**config.mk**
```make
export PLATFORM = sky130hd
export DESIGN_NAME = offload_sync_trigger_gen
export DESIGN_NICKNAME = d
export VERILOG_FILES = /design/src/rtl/offload_sync_trigger_pkg.sv /design/src/rtl/offload_sync_edge_det.sv /design/src/rtl/offload_sync_trigger_gen.sv
export SDC_FILE = /design/constraint.sdc
export NUM_CORES = 1
export LEC_CHECK = 0
export CAP_MARGIN = 25
export CORE_UTILIZATION = 25
export CTS_BUF_LIST = sky130_fd_sc_hd__clkbuf_8
export CTS_CLUSTER_SIZE = 10
export DETAILED_ROUTE_END_ITERATION = 12
export PLACE_DENSITY = 0.55
export RECOVER_POWER = 25
export SLEW_MARGIN = 20
export SYNTH_ARGS = -nofsm -noshare
export SYNTH_HDL_FRONTEND = slang
export SYNTH_SLANG_ARGS = --single-unit
```
**constraint.sdc**
```tcl
create_clock -name clk -period 8 [get_ports clk]
set_input_delay 0.8 -clock clk [delete_from_list [all_inputs] [get_ports clk]]
set_output_delay 0.8 -clock clk [all_outputs]
set_load 0.02 [all_outputs]
```
**src/rtl/offload_sync_trigger_pkg.sv**
```systemverilog
// Shared types and constants for the offload sync trigger generator.
// Optional build macro: OFFLOAD_SYNC_PERIODIC_EN (enables the auto-trigger period counter).
package offload_sync_trigger_pkg;

    typedef enum logic [1:0] {
        IDLE    = 2'd0,
        ARMED   = 2'd1,
        PULSE   = 2'd2,
        HOLDOFF = 2'd3
    } state_e;

    // cfg_edge encodings; the remaining code (3) behaves as EDGE_RISE.
    localparam logic [1:0] EDGE_RISE = 2'd0;
    localparam logic [1:0] EDGE_FALL = 2'd1;
    localparam logic [1:0] EDGE_BOTH = 2'd2;

    // PULSE and HOLDOFF both count as an in-flight sync event.
    function automatic logic is_busy(input state_e s);
        return (s == PULSE) || (s == HOLDOFF);
    endfunction

endpackage

```
**src/rtl/offload_sync_edge_det.sv**
```systemverilog
// Brings the asynchronous trigger pin into the clk domain through two flops and
// produces a registered one-cycle pulse on the edge selected by edge_sel_i.
// The edge selection is not latched: a change on edge_sel_i applies on the next clock.
module offload_sync_edge_det
    import offload_sync_trigger_pkg::*;
(
    input  logic       clk_i,
    input  logic       rst_i,
    input  logic       trig_i,
    input  logic [1:0] edge_sel_i,
    output logic       edge_o
);

    logic sync1_q;
    logic sync2_q;
    logic prev_q;
    logic edge_q;
    logic edge_d;

    // Edge qualification from the synchronised level and its one-cycle-old copy
    always_comb begin
        case (edge_sel_i)
            EDGE_FALL: edge_d = ~sync2_q & prev_q;
            EDGE_BOTH: edge_d = sync2_q ^ prev_q;
            default:   edge_d = sync2_q & ~prev_q;
        endcase
    end

    // Synchroniser chain, history flop and registered edge pulse
    always_ff @(posedge clk_i or posedge rst_i) begin
        if (rst_i) begin
            sync1_q <= 1'b0;
            sync2_q <= 1'b0;
            prev_q  <= 1'b0;
            edge_q  <= 1'b0;
        end else begin
            sync1_q <= trig_i;
            sync2_q <= sync1_q;
            prev_q  <= sync2_q;
            edge_q  <= edge_d;
        end
    end

    assign edge_o = edge_q;

endmodule

```
**src/rtl/offload_sync_trigger_gen.sv**
```systemverilog
// Turns an external pin or software trigger into a fixed-width sync pulse for the
// data offload sync_ext input, with arming, holdoff and pulse/drop statistics.
// Optional build macro: OFFLOAD_SYNC_PERIODIC_EN adds a cfg_period auto-trigger;
// without it cfg_period is accepted but has no effect.
module offload_sync_trigger_gen
    import offload_sync_trigger_pkg::*;
#(
    parameter int PULSE_WIDTH   = 2,
    parameter int HOLDOFF_WIDTH = 16,
    parameter int PERIOD_WIDTH  = 32,
    parameter int COUNT_WIDTH   = 16
) (
    input  logic                     clk,
    input  logic                     rst,
    input  logic                     trig_in,
    input  logic                     sw_trig,
    input  logic                     arm,
    input  logic                     disarm,
    input  logic [1:0]               cfg_edge,
    input  logic                     cfg_oneshot,
    input  logic [HOLDOFF_WIDTH-1:0] cfg_holdoff,
    input  logic [PERIOD_WIDTH-1:0]  cfg_period,
    output logic                     sync_out,
    output logic                     armed,
    output logic                     busy,
    output logic [COUNT_WIDTH-1:0]   sync_count,
    output logic [COUNT_WIDTH-1:0]   drop_count
);

    localparam int                     PCNT_W    = (PULSE_WIDTH > 1) ? $clog2(PULSE_WIDTH) : 1;
    localparam logic [PCNT_W-1:0]      PCNT_LOAD = PCNT_W'(PULSE_WIDTH - 1);
    localparam logic [COUNT_WIDTH-1:0] CNT_MAX   = {COUNT_WIDTH{1'b1}};

    state_e                   state_q, state_d;
    logic [PCNT_W-1:0]        pulse_cnt_q, pulse_cnt_d;
    logic [HOLDOFF_WIDTH-1:0] hold_cnt_q, hold_cnt_d;
    logic [HOLDOFF_WIDTH-1:0] holdoff_lat_q, holdoff_lat_d;
    logic                     oneshot_lat_q, oneshot_lat_d;
    logic                     kill_q, kill_d;
    logic [COUNT_WIDTH-1:0]   sync_cnt_q, sync_cnt_d;
    logic [COUNT_WIDTH-1:0]   drop_cnt_q, drop_cnt_d;
    logic                     sync_q, armed_q, busy_q;

    logic                     pin_edge;
    logic                     period_tick;
    logic                     trig_any;

    offload_sync_edge_det u_edge_det (
        .clk_i      (clk),
        .rst_i      (rst),
        .trig_i     (trig_in),
        .edge_sel_i (cfg_edge),
        .edge_o     (pin_edge)
    );

`ifdef OFFLOAD_SYNC_PERIODIC_EN
    logic [PERIOD_WIDTH-1:0] period_cnt_q, period_cnt_d;
    logic                    period_en_q, period_en_d;

    // Reload on every ARMED entry, then count down while waiting for a trigger
    always_comb begin
        period_cnt_d = period_cnt_q;
        period_en_d  = period_en_q;
        if (state_d == ARMED && state_q != ARMED) begin
            period_cnt_d = cfg_period - PERIOD_WIDTH'(1);
            period_en_d  = (cfg_period != '0);
        end else if (state_q == ARMED && period_cnt_q != '0) begin
            period_cnt_d = period_cnt_q - PERIOD_WIDTH'(1);
        end
    end

    // Period counter state
    always_ff @(posedge clk or posedge rst) begin
        if (rst) begin
            period_cnt_q <= '0;
            period_en_q  <= 1'b0;
        end else begin
            period_cnt_q <= period_cnt_d;
            period_en_q  <= period_en_d;
        end
    end

    assign period_tick = (state_q == ARMED) && period_en_q && (period_cnt_q == '0);
`else
    logic unused_cfg_period;
    assign unused_cfg_period = ^cfg_period;
    assign period_tick       = 1'b0;
`endif

    // Coincident sources collapse into a single trigger event
    assign trig_any = pin_edge | sw_trig | period_tick;

    // FSM next state, pulse/holdoff counting and statistics
    always_comb begin
        state_d       = state_q;
        pulse_cnt_d   = pulse_cnt_q;
        hold_cnt_d    = hold_cnt_q;
        holdoff_lat_d = holdoff_lat_q;
        oneshot_lat_d = oneshot_lat_q;
        kill_d        = kill_q;
        sync_cnt_d    = sync_cnt_q;
        drop_cnt_d    = drop_cnt_q;

        if (is_busy(state_q) && trig_any && drop_cnt_q != CNT_MAX) begin
            drop_cnt_d = drop_cnt_q + COUNT_WIDTH'(1);
        end

        case (state_q)
            IDLE: begin
                if (arm && !disarm) begin
                    state_d = ARMED;
                end
            end
            ARMED: begin
                if (disarm) begin
                    state_d = IDLE;
                end else if (trig_any) begin
                    state_d       = PULSE;
                    pulse_cnt_d   = PCNT_LOAD;
                    holdoff_lat_d = cfg_holdoff;
                    oneshot_lat_d = cfg_oneshot;
                    kill_d        = 1'b0;
                    sync_cnt_d    = sync_cnt_q + COUNT_WIDTH'(1);
                end
            end
            PULSE: begin
                if (pulse_cnt_q == '0) begin
                    if (kill_q || disarm) begin
                        state_d = IDLE;
                    end else if (holdoff_lat_q == '0) begin
                        state_d = oneshot_lat_q ? IDLE : ARMED;
                    end else begin
                        state_d    = HOLDOFF;
                        hold_cnt_d = holdoff_lat_q - HOLDOFF_WIDTH'(1);
                    end
                end else begin
                    pulse_cnt_d = pulse_cnt_q - PCNT_W'(1);
                    if (disarm) begin
                        kill_d = 1'b1;
                    end
                end
            end
            HOLDOFF: begin
                if (disarm) begin
                    state_d = IDLE;
                end else if (hold_cnt_q == '0) begin
                    state_d = oneshot_lat_q ? IDLE : ARMED;
                end else begin
                    hold_cnt_d = hold_cnt_q - HOLDOFF_WIDTH'(1);
                end
            end
            default: state_d = IDLE;
        endcase
    end

    // FSM state, counters and outputs registered from the next state
    always_ff @(posedge clk or posedge rst) begin
        if (rst) begin
            state_q       <= IDLE;
            pulse_cnt_q   <= '0;
            hold_cnt_q    <= '0;
            holdoff_lat_q <= '0;
            oneshot_lat_q <= 1'b0;
            kill_q        <= 1'b0;
            sync_cnt_q    <= '0;
            drop_cnt_q    <= '0;
            sync_q        <= 1'b0;
            armed_q       <= 1'b0;
            busy_q        <= 1'b0;
        end else begin
            state_q       <= state_d;
            pulse_cnt_q   <= pulse_cnt_d;
            hold_cnt_q    <= hold_cnt_d;
            holdoff_lat_q <= holdoff_lat_d;
            oneshot_lat_q <= oneshot_lat_d;
            kill_q        <= kill_d;
            sync_cnt_q    <= sync_cnt_d;
            drop_cnt_q    <= drop_cnt_d;
            sync_q        <= (state_d == PULSE);
            armed_q       <= (state_d == ARMED);
            busy_q        <= is_busy(state_d);
        end
    end

    assign sync_out   = sync_q;
    assign armed      = armed_q;
    assign busy       = busy_q;
    assign sync_count = sync_cnt_q;
    assign drop_count = drop_cnt_q;

endmodule

```
# Word level (Yosys, flattened, before mapping)
# Cells that the tools add are included.
totals:
  ff_bits: 76
  in_bits: 57
  output_inout_bits: 35
  word_cells: 87
classes:
  add_sub_neg: 5
  n_eq_ne: 18
  mux: 26
  n_bitwise: 7
  reduce_logical: 16
op_table:
  columns: ["op", "count"]
  rows:
  - ["$mux 16", 5]
  - ["$add 16x1->16 const B", 2]
  - ["$logic_not 16->1", 2]
  - ["$pmux 16 s2", 1]
  - ["$sub 16x1->16 const B", 2]
  - ["$ne 2x2->1 const B", 9]
  - ["$mux 2", 8]
  - ["$ne 16x16->1 const B", 1]
  - ["$eq 2x2->1 const B", 5]
  - ["$mux 1", 8]
  - ["$pmux 2 s4", 1]
  - ["$eq 2x1->1 const B", 3]
  - ["$pmux 1 s2", 3]
  - ["$reduce_and 3->1", 2]
  - ["$reduce_and 6->1", 1]
  - ["$reduce_and 5->1", 1]
  - ["$reduce_bool 2->1", 2]
  - ["$logic_and 1x1->1", 3]
  - ["$logic_or 1x1->1", 3]
  - ["$not 1->1", 3]
  - ["$and 1x1->1", 2]
  - ["$logic_not 2->1", 1]
  - ["$logic_not 1->1", 1]
  - ["$or 1x1->1", 1]
  - ["other kinds (2)", 2]

# Logic depth before layout (Yosys ltp)
logic_depth:
  depth_word: 7
  ltp_mapped: 11
  mapped_depth_nobuf: 7

# Modules after synthesis
# Synthesis repeated with hierarchy kept, for this count alone.
unflattened:
  cells_unflattened: 430
  area_unflattened_um2: 4011.3
modules_own_cells:
  columns: ["module", "instances", "cells_each", "area_each_um2", "seq_area_each_um2"]
  rows:
  - ["offload_sync_trigger_gen", 1, 412, 3816.2, 1776.7]
  - ["offload_sync_edge_det", 1, 18, 195.2, 100.1]

# Worst setup path before layout
# Ideal clock, no wire load.
synth_timing:
  path_type: "register to register"
  start: "reg, netlist name busy"
  end: "reg hold_cnt_q[10]"
  setup_time_ns: 0.124
  arrival_ns: 2.586
  required_ns: 7.876
  slack_ns: 5.290
  stages_incl_launch_ff: 12
  n_path_buf: 4
  synth_period_minus_slack_ns: 2.710
  cell_sequence: "dfrtp_1 > buf_4 > and2_1 > buf_2 > buf_2 > buf_2 > mux2i_1 > ha_1 > o21ai_2 > nor3_2 > o22ai_1 > a211o_1"
synth_lines:
  columns: ["element", "line_no", "source"]
  rows:
  - ["to (signal assigned)", "offload_sync_trigger_gen.sv:173", "hold_cnt_q <= hold_cnt_d;"]
  - ["to (decl)", "offload_sync_trigger_gen.sv:36", "logic [HOLDOFF_WIDTH-1:0] hold_cnt_q, hold_cnt_d;"]

==> impl_metrics.py <==
metrics = {
    "die": {
        "design.core.area_um2": 16000,
        "die_width_um": 131,
        "initial_utilization": 0.258,
        "die-area_um2": 17000,
        "num_rows": 46,
        "die_h_um": 131,
        "io_pins": 92,
    },
    "finish": {
        "final_util": 0.318,
        "final_area_um2": 5090,
        "fin_nets": 512,
        "area_delta_synth_final_pct": 23.1,
        "stdcell_count": 669,
        "drive_above_1_share": 0.128,
        "antenna_cells": 0,
    },
    "power": {
        "p_leak_uw": 0.00212,
        "power.switching_uw": 591,
        "vdd_drop_max_v": 0.000153,
        "p_comb_frac": 0.371,
        "power_density_nw_per_um2": 289,
        "internal_power_uw": 881,
        "sw_frac_of_total": 0.401,
        "clockPowerShare": 0.178,
        "seqPwrFrac": 0.451,
    },
    "critical_path": {
        "critPathKind": "primary input to asynchronous set/reset pin",
        "required_ps": 7840,
        "rrSetupSlack_ps": 5070,
        "crit_slowest_cell": "clkbuf_1",
        "crit_family": "buffers and inverters",
        "cpPeakStageDelay_ps": 2120,
        "cp_common_cell": "clkbuf_1",
        "crit_path_end_kind": "asynchronous set/reset pin",
        "worst-path-max-fanout": 52,
        "critPathBufInv": 4,
        "crit_chain": "dlygate4sd3_1 > clkinv_1 > clkbuf_1 > clkbuf_1",
        "critPathLaunchType": "primary input",
        "cp.arrival_ps": 4460,
    },
    "clock_tree": {
        "clock_latency_ps": 360,
        "cts_resized": 0,
        "cts_buffers": 9,
        "htree_levels": 3,
        "cts_setup_buffers": 0,
        "cts.sinks": 75,
        "clk_path_buf_depth": 2,
        "ctsHoldBuffers": 0,
        "cts_tree": "yes",
        "cts_root_buf": "clkbuf_8",
        "clk_pin_slew_ps": 80,
    },
    "sta": {
        "rsz0062_at_grt": "false",
        "hold_viol_final": 0,
        "fin_ws_ps": 3380,
        "fin_setup_tns_ps": 0,
        "setup_viol": 0,
        "clock_skew_ps": 7.85,
        "period_share": 0.577,
        "finalCriticalPeriod_ps": 4620,
        "fmax_mhz": 217,
        "slew_headroom": -0.917,
        "slew_violations": 53,
        "worst_pin_slew_ps": 2880,
    },
    "logic_synthesis": {
        "synth_compound_area_frac": 0.169,
        "synthAdderAreaFrac": 0.0212,
        "async_flop_share": 1.00,
        "synth-simple-area-share": 0.170,
        "syn_avg_cell_area_um2": 10.6,
        "synth_top_family_by_area": "simple AND/OR/NAND/NOR gates",
        "syn_area_um2": 4130,
        "synth-edff-count": 0,
        "synth.mux.area_fraction": 0.0766,
        "synthFlopType": "dfrtp_1",
        "yosysWarnings": 0,
        "yosysSeqAreaShare": 0.454,
        "yosysTopAreaCell": "dfrtp_1",
        "synth_cells": 391,
        "ys_seq_elements": 75,
        "synth.area.top_cells": "dfrtp_1, mux2_2, xnor2_1",
        "synth-xor-area-share": 0.0657,
        "synth_fp_nets": 455,
        "yosysTopAreaCellShare": 0.454,
        "yosysUniqueCellTypes": 59,
    },
    "placed_design": {
        "placedCellCount": 652,
        "place_hpwl_um": 6920,
        "gp_congestion": 0.811,
        "numPortBuffers": 59,
        "dp_slack_ps": 4800,
        "dpl-instance-area_um2": 4920,
    },
    "status": {
        "violations": "max-capacitance violations, max-slew violations",
        "status": "finished, violations left",
    },
    "detailed_routing": {
        "vias_per_cell": 4.98,
        "vias": 3334,
        "wire_per_inst_um": 14.9,
        "drc": 0,
        "drt_wl_total_um": 9980,
        "drt_pre_antenna_iters": 4,
        "drtAntennaViolNets": 0,
        "initialDrtViolationCount": 198,
    },
    "global_route": {
        "grt_pass1_wl_um": 16700,
        "grt_pass1_vias": 3340,
        "grt_util_all_layers": 0.125,
        "antenna_found_initial": 0,
        "grt_max_degree": 76,
        "grt-ovfl-total": 0,
    },
    "worst_hold_path": {
        "min_path_type": "register to register",
    },
    "run": {
        "max_cap_viol_count": 1,
    },
}
## worst register-to-register path, stage by stage (launching register included)
cell and delay, ps:
dfrtp_1 850, nand2_2 440, a311oi_2 790, buf_4 320, o22ai_1 100, a211o_1 320
## area by class of cell
cell class                 instances  area [µm²]
fill                            1699       10900
clock buffer                      10         138
tap                              216         270
inverter                          16        60.1
timing repair buffer              65         628
multi-input combinational        281        2080
sequential                        75        1880
clock inverter                     6        33.8
## flip-flops by register name, summed over array words and instances (netlist names), 16 cells and up
signal and count:
drop_count 16, sync_count 16, hold_cnt_q 16, holdoff_lat_q 16
## cells by family after synthesis
group,count (synthesis)
muxes,29
buffers and inverters,35
adders and majority gates,7
xor gates and xnor gates,31
DFF,75
AOI/OAI and AO/OA,90
and+or+nand+nor,124
## synthesized netlist by cell type (all sizes together), types with 2 or more instances
cell / n
or3: 3
nand2: 24
xor2: 11
a21o: 2
o21ai: 10
xnor2: 20
o22ai: 9
nand3: 12
buf: 16
nor3: 13
inv: 16
and4bb: 3
and4: 7
a31oi: 3
mux2: 21
nor4: 11
a311o: 2
and3: 6
nor3b: 3
nand2b: 4
a211o: 8
a211oi: 13
nand4: 9
mux2i: 8
dfrtp: 75
o211ai: 4
a22oi: 3
o311a: 6
a21oi: 14
o21a: 3
nor2: 24
clkbuf: 3
ha: 7
## power by group through the flow
stage          combinational (µW)  clock, µW  sequential [µW]
2_1_floorplan                 412          0              629
3_3_place_gp                  532          0              667
3_5_place_dp                  545          0              670
4_1_cts                       549        270              663
5_1_grt                       599        284              689
6_report                      546        262              664
## placed cells by master (no fill, tap or decap), types with 9 or more instances in the layout
cell,n
nand4_1,9
nor2_1,24
clkbuf_8,10
nand2_1,23
dfrtp_1,75
nand3_1,12
nor4_1,9
inv_1,17
xor2_1,11
mux2_2,21
clkdlybuf4s50_1,57
xnor2_1,20
nor3_1,12
a21oi_1,14
## per-layer routing
metal / vias to the layer above / GRT usage / wire length, µm
met4: 0 / 0.0710 / 292
li1: 1578 / - / -
met1: 1664 / 0.156 / 4510
met5: - / 0 / 0
met3: 20 / 0.0191 / 289
met2: 72 / 0.207 / 4890
## final timing paths
check,from,to,depth (start not counted)
setup / recovery,rst,holdoff_lat_q[12],4
hold / removal,u_edge_det.sync1_q,u_edge_det.sync2_q,0
setup reg to reg,busy,hold_cnt_q[10],5
hold reg to reg,u_edge_det.sync1_q,u_edge_det.sync2_q,0
max in group clk,busy,hold_cnt_q[10],5
min in group asynchronous,rst,sync_count[3],3
## through the flow
step | power (µW) | hold WS, ps
finish | 1470 | 356
global route | 1570 | 357
CTS | 1480 | 357
detailed placement | 1210 | 339
global placement | 1200 | 336
floorplan | 1040 | 331
No activity file was read; power rests on OpenSTA's default activity.
